--- src/rtl/odd_qam_mapper.sv ---
// Odd-order constellation mapper (BPSK / 8PSK / QAM32): LSB-first bit gearbox feeding
// a registered I/Q symbol stage, ready/valid on both sides.
module odd_qam_mapper #(
   parameter int pIN_W  = 8,
   parameter int pBUF_W = 16,
   parameter int pDAT_W = 8
) (
   input  logic                     iclk,
   input  logic                     ireset_n,
   input  logic                     iclkena,
   input  logic                     ival,
   input  logic                     isop,
   input  logic                     ieop,
   input  logic [3:0]               iqam,
   input  logic [pIN_W-1:0]         idat,
   output logic                     ordy,
   output logic                     oval,
   output logic                     osop,
   output logic                     oeop,
   output logic [3:0]               oqam,
   output logic signed [pDAT_W-1:0] odat_re,
   output logic signed [pDAT_W-1:0] odat_im,
   input  logic                     iordy
);

   localparam int CNT_W = $clog2(pBUF_W + 1);
   localparam int S     = 1 << (pDAT_W - 4);
   localparam int L5    = 5 * S;
   // 60547/65536 ~ cos(pi/8), 25080/65536 ~ sin(pi/8), rounded to nearest
   localparam int C1    = (L5 * 60547 + 32768) >>> 16;
   localparam int C2    = (L5 * 25080 + 32768) >>> 16;

   localparam logic signed [pDAT_W-1:0] P5  = pDAT_W'(L5);
   localparam logic signed [pDAT_W-1:0] N5  = pDAT_W'(-L5);
   localparam logic signed [pDAT_W-1:0] PC1 = pDAT_W'(C1);
   localparam logic signed [pDAT_W-1:0] NC1 = pDAT_W'(-C1);
   localparam logic signed [pDAT_W-1:0] PC2 = pDAT_W'(C2);
   localparam logic signed [pDAT_W-1:0] NC2 = pDAT_W'(-C2);
   localparam logic signed [pDAT_W-1:0] M1  = pDAT_W'(S);
   localparam logic signed [pDAT_W-1:0] M3  = pDAT_W'(3 * S);
   localparam logic signed [pDAT_W-1:0] M5  = pDAT_W'(5 * S);

   function automatic logic qam_supported(input logic [3:0] qam);
      return (qam == 4'd1) || (qam == 4'd3) || (qam == 4'd5);
   endfunction

   logic [pBUF_W-1:0]        bit_buf, buf_next, shifted, word_ext;
   logic [CNT_W-1:0]         cnt, cnt_next, base, q, consumed;
   logic [3:0]               qam_lat;
   logic                     qam_ok, eop_pend, sop_pend;
   logic                     accept, store, emit, last;
   logic [2:0]               k, mag_idx;
   logic signed [pDAT_W-1:0] map_re, map_im, mag_re, mag_im;

   always_comb begin
      case (qam_lat)
         4'd3:    q = CNT_W'(3);
         4'd5:    q = CNT_W'(5);
         default: q = CNT_W'(1);
      endcase
   end

   assign ordy   = ireset_n & ~eop_pend & (cnt <= CNT_W'(pBUF_W - pIN_W));
   assign accept = ival & ordy;
   assign store  = isop ? qam_supported(iqam) : qam_ok;
   assign emit   = qam_ok & (~oval | iordy) & ((cnt >= q) | (eop_pend & (cnt != '0)));
   assign last   = eop_pend & (cnt <= q);

   // Bits above cnt are always zero, so a short tail symbol is padded for free.
   always_comb begin
      consumed = (cnt < q) ? cnt : q;
      shifted  = emit ? (bit_buf >> q) : bit_buf;
      base     = emit ? (cnt - consumed) : cnt;
      word_ext = {{(pBUF_W - pIN_W){1'b0}}, idat};
      buf_next = shifted;
      cnt_next = base;
      if (accept && store) begin
         buf_next = shifted | (word_ext << base);
         cnt_next = base + CNT_W'(pIN_W);
      end
   end

   always_comb begin
      map_re  = '0;
      map_im  = '0;
      mag_re  = M1;
      mag_im  = M1;
      k       = {bit_buf[2], bit_buf[2] ^ bit_buf[1], bit_buf[2] ^ bit_buf[1] ^ bit_buf[0]};
      mag_idx = bit_buf[4:2];
      case (mag_idx)
         3'd0: begin mag_re = M1; mag_im = M1; end
         3'd1: begin mag_re = M3; mag_im = M1; end
         3'd2: begin mag_re = M1; mag_im = M3; end
         3'd3: begin mag_re = M3; mag_im = M3; end
         3'd4: begin mag_re = M5; mag_im = M1; end
         3'd5: begin mag_re = M5; mag_im = M3; end
         3'd6: begin mag_re = M1; mag_im = M5; end
         default: begin mag_re = M3; mag_im = M5; end
      endcase
      case (qam_lat)
         4'd1: map_re = bit_buf[0] ? N5 : P5;
         4'd3: begin
            case (k)
               3'd0: begin map_re = PC1; map_im = PC2; end
               3'd1: begin map_re = PC2; map_im = PC1; end
               3'd2: begin map_re = NC2; map_im = PC1; end
               3'd3: begin map_re = NC1; map_im = PC2; end
               3'd4: begin map_re = NC1; map_im = NC2; end
               3'd5: begin map_re = NC2; map_im = NC1; end
               3'd6: begin map_re = PC2; map_im = NC1; end
               default: begin map_re = PC1; map_im = NC2; end
            endcase
         end
         4'd5: begin
            map_re = bit_buf[0] ? -mag_re : mag_re;
            map_im = bit_buf[1] ? -mag_im : mag_im;
         end
         default: ;
      endcase
   end

   always_ff @(posedge iclk) begin
      if (iclkena) begin
         if (!ireset_n) begin
            bit_buf  <= '0;
            cnt      <= '0;
            qam_lat  <= '0;
            qam_ok   <= 1'b0;
            eop_pend <= 1'b0;
            sop_pend <= 1'b0;
            oval     <= 1'b0;
            osop     <= 1'b0;
            oeop     <= 1'b0;
            oqam     <= '0;
            odat_re  <= '0;
            odat_im  <= '0;
         end else begin
            bit_buf <= buf_next;
            cnt     <= cnt_next;
            if (accept && isop) begin
               qam_lat <= iqam;
               qam_ok  <= qam_supported(iqam);
            end
            if (accept && store && ieop)
               eop_pend <= 1'b1;
            else if (emit && last)
               eop_pend <= 1'b0;
            if (accept && isop && qam_supported(iqam))
               sop_pend <= 1'b1;
            else if (emit)
               sop_pend <= 1'b0;
            if (emit) begin
               oval    <= 1'b1;
               osop    <= sop_pend;
               oeop    <= last;
               oqam    <= qam_lat;
               odat_re <= map_re;
               odat_im <= map_im;
            end else if (iordy) begin
               oval <= 1'b0;
               osop <= 1'b0;
               oeop <= 1'b0;
            end
         end
      end
   end

endmodule

--- config.mk ---
export PLATFORM = sky130hd
export DESIGN_NAME = odd_qam_mapper
export DESIGN_NICKNAME = d
export VERILOG_FILES = /design/src/rtl/odd_qam_mapper.sv
export SDC_FILE = /design/constraint.sdc
export NUM_CORES = 1
export LEC_CHECK = 0
export ABC_CLOCK_PERIOD_IN_PS = 10900
export CORE_ASPECT_RATIO = 0.5
export CORE_UTILIZATION = 59
export DETAILED_ROUTE_END_ITERATION = 12
export GPL_TIMING_DRIVEN = 0
export PLACE_DENSITY = 0.87
export SYNTH_ARGS = -nofsm -noshare
export SYNTH_HDL_FRONTEND = slang
export SYNTH_SLANG_ARGS = --single-unit
export TNS_END_PERCENT = 30
--- constraint.sdc ---
create_clock -name iclk -period 10.9 [get_ports iclk]
set_clock_uncertainty 0.15 [all_clocks]
set_input_delay 2.18 -clock iclk [delete_from_list [all_inputs] [get_ports iclk]]
set_output_delay 2.18 -clock iclk [all_outputs]
set_load 0.01 [all_outputs]
Word-level counts from Yosys, hierarchy flattened
Index checks and enable logic that the tools add are counted.
- shift-type cells: 2
- add/sub/neg operators: 4
- muxes and demuxes: 29
- multipliers: 0
- divide/modulo/power cells: 0
- magnitude comparators: 4
- equal/unequal tests: 23
- reduce and logical (&&, ||, !) cells: 25
- bitwise gates (word level): 14
- operators with widths (operator ; count):
    $pmux 8 s3 ; 3
    $mux 8 ; 5
    $mux 16 ; 2
    $pmux 7 s2 ; 2
    $eq 3x3->1 const B ; 6
    $neg 8->8 ; 2
    $or 16x16->16 ; 1
    $pmux 8 s2 ; 1
    $shl 8x5->16 ; 1
    $shr 16x5->16 ; 1
    $mux 5 ; 3
    $reduce_or 2->1 ; 7
    $eq 3x2->1 const B ; 4
    $mux 1 ; 10
    $reduce_and 2->1 ; 5
    $ne 3x1->1 const B ; 3
    $reduce_or 3->1 ; 3
    $eq 4x1->1 const B ; 2
    $eq 4x2->1 const B ; 2
    $eq 4x3->1 const B ; 2
    $mux 4 ; 2
    $and 1x1->1 ; 7
    $eq 3x1->1 const B ; 2
    $logic_not 3->1 ; 2
    14 further kinds ; 23
- word-level logic and storage cells: 113
- memories kept: 0
- bits in registers: 51
- ROM bits: 0
- memory bits (writable): 0
- input bits: 19
- output and inout port bits: 24
- latch bits: 0

Depth between registers and ports, before layout
- word-level depth: 9
- mapped depth: 17
- depth with buffers taken out: 14

Least setup slack after synthesis
No wires, ideal clock.
- path kind: input-to-output
- start: input ireset_n
- end: output ordy
- arrival time: 3.064 ns
- required time: 8.570 ns
- buffers on the path: 1
- cell stages on the path: 3
- path slack: 5.506 ns
- cells stage by stage: clkbuf_1 > clkinv_1 > a2111oi_4
- cells in the longest elaborated chain, start to end: 2
- ends and longest elaborated chain (element ; RTL line ; text):
    from (decl) ; 9 ; input logic ireset_n,
    $and 1x1->1 (2 in a row) ; 63 ; assign ordy = ireset_n & ~eop_pend & (cnt <= CNT_W'(pBUF_W - pIN_W));
    to (decl) ; 16 ; output logic ordy,
No other way between the ends.

Final worst setup path
Same ends and word-level chain as after synthesis.

==> flow_metrics.tcl <==
set metrics [dict create \
    drc 0 \
    cts.sinks 51 \
    leakagePower_nw 1.464 \
    holdWs_ns 0.4278 \
    fp.dieH_um 57.55 \
    critPathRequiredTime_ns 8.57 \
    core_um2 5705 \
    final_common_cell "edfxtp_1" \
    drv_slew 0 \
    drive_gt1_share_pct 5.251 \
    period_share_pct 57.82 \
    postLayoutSetupSlackWorst_ns 4.598 \
    via_per_inst 6.912 \
    synthCells 389 \
    cts_root_buf "clkbuf_16" \
    cts_buffer_depth 2 \
    grt_max_degree 27 \
    rsz0062_at_grt "false" \
    slew_headroom_pct 21.92 \
    cts_inserted_buffers 5 \
    start_util_pct 63.82 \
    synthToLayoutAreaGrowth_pct 17.70 \
    hold_viol_final 0 \
    wirelength_mm 10.27 \
    cp_top_family "buffers and inverters" \
    syn_nets 415 \
    grt_pass1_vias 3235 \
    ant_nets 0 \
    synth-seq-cells 51 \
    drv_cap 0 \
    worstMarginPinSlew_ns 1.168 \
    dr.pass1.iters 5 \
    peakVddDrop_mv 0.08325 \
    setup_viol 0 \
    reg2reg_slack_ns 5.00 \
    dpl.hpwl_mm 7.634 \
    synth_edf_count 51 \
    cp_cell_sequence "clkbuf_1 -> clkinv_1 -> a2111oi_4 -> clkdlybuf4s50_1" \
    diodes 0 \
    yosys_warnings 0 \
    wl_per_cell_um 20.09 \
    gr-total-overflow 0 \
    critPathMaxFanout 8 \
    ys_async_sr_fraction_pct 0 \
    hold_path_class "reg2reg" \
    startpoint_type "input port" \
    yosysSeqAreaShare_pct 42.06 \
    synth_cell_types 59 \
    grt_pass1_wl_mm 16.55 \
    holdBufCountCts 0 \
    clkSlewWorstSetupHoldPaths_ns 0.07 \
    netlist_area_um2 3641 \
    htreeDepth 2 \
    die_area_um2 6509 \
    clk_latency_ns 0.30 \
    port_buffers 41 \
    syn_area_per_cell_um2 9.360 \
    final_nets 463 \
    place.gp.congestion 0.9321 \
    worstPathArrival_ns 3.97 \
    place_ws_ns 4.656 \
    max_stage_delay_ns 0.60 \
    fin_crit_ns 6.302 \
    slowest_stage "clkdlybuf4s50_1" \
    fmax_mhz 158.7 \
    fin_tns_setup_ns 0 \
    drt_iter0_drc 452 \
    outcome "finished clean" \
    layout_common_cells "edfxtp_1 (51), clkdlybuf4s50_1 (41), nor2_1 (38)" \
    vias 3532 \
    crit_buf_inv 3 \
    dieWidth_um 113.1 \
    cts_tree "done" \
    grt_use_total_pct 33.52 \
    path_class "in2out" \
    crit_path_end_kind "output pin" \
    io-pin-count 43 \
    antenna_found_initial 0 \
    p_per_area_nw_per_um2 127.5 \
    num_rows 19 \
    synth-main-ff-cell "edfxtp_1" \
    cts_setup_buffers 0 \
    post_cts_resized 0 \
]
-- synthesized netlist by cell type (8+ instances only) --
| library cell | number | area [um2] |
|---|---|---|
| edfxtp_1 | 51 | 1531 |
| a21oi_1 | 21 | 105.1 |
| nand2b_1 | 8 | 50.05 |
| nor3_1 | 16 | 80.08 |
| nand3_1 | 14 | 70.07 |
| mux2i_1 | 13 | 130.1 |
| o21a_1 | 8 | 60.06 |
| nand2_1 | 33 | 123.9 |
| nor2_1 | 38 | 142.6 |
| o31ai_1 | 8 | 60.06 |
| clkbuf_1 | 18 | 67.56 |
| o21ai_0 | 21 | 105.1 |
| o32ai_1 | 8 | 70.07 |
| and2_1 | 12 | 75.07 |
| inv_1 | 8 | 30.03 |
-- worst paths after layout --
path	start	end	cells past startpoint
worst max-delay path	ireset_n	ordy	4
worst max register to register	qam_lat[1]	bit_buf[2]	15
worst min register to register	sop_pend	osop	1
worst min-delay path	sop_pend	osop	1
-- routing by layer --
metal  up-vias  share of wire (%)  GRT usage, %  routed length, um
li1       1596                  -             -                  -
met1      1648                 41         45.25               4186
met2       264                 46         54.08               4693
met3        24                 12         7.758               1195
met4         0                1.9         11.47                190
met5         -                  0             0                  0
-- power by group --
part	switching [W]	leakage (nW)	internal, W
registers	0.0000119	0.509	0.000231
clock network	0.0000702	0.0716	0.0000848
logic	0.0000905	0.883	0.0000580
total	0.000173	1.46	0.000374
-- through the flow --
step	power (W)	util, %	instance area, um2	cells
after global routing	0.0005681	75.11	4285	511
final	0.0005463	75.11	4285	511
after CTS	0.0005418	75.11	4285	511
after detailed placement	0.0003897	72.61	4143	503
after floorplan	0.0003402	-	3641	389
after global placement	0.0003850	72.61	4143	503
-- final cells by class --
cell class	count	area, um2
Buffer	26	118.9
Clock buffer	5	125.1
Multi-Input combinational cell	302	1953
Inverter	10	37.54
Sequential cell	51	1531
Fill cell	417	1420
Tap cell	73	91.34
Timing Repair Buffer	41	410.4
Clock inverter	3	17.52
-- state kept, by name, summed over array words and instances, names as in the netlist --
name      cells
qam_ok        1
eop_pend      1
odat_re       8
qam_lat       4
sop_pend      1
cnt           5
oeop          1
bit_buf      16
oqam          4
oval          1
odat_im       8
osop          1
-- cell families after synthesis --
kind of cell             Yosys count  share of synthesized area [%]
adder cells (fa/ha/maj)            8                          2.887
XOR/XNOR                           8                          1.924
flip-flops                        51                          42.06
buffers and inverters             36                          4.295
AND/OR/NAND/NOR                  155                          21.38
multiplexers                      15                          4.605
AO/OA/AOI/OAI                    116                          22.85
Note: power is estimated with default switching activity, not from simulation.
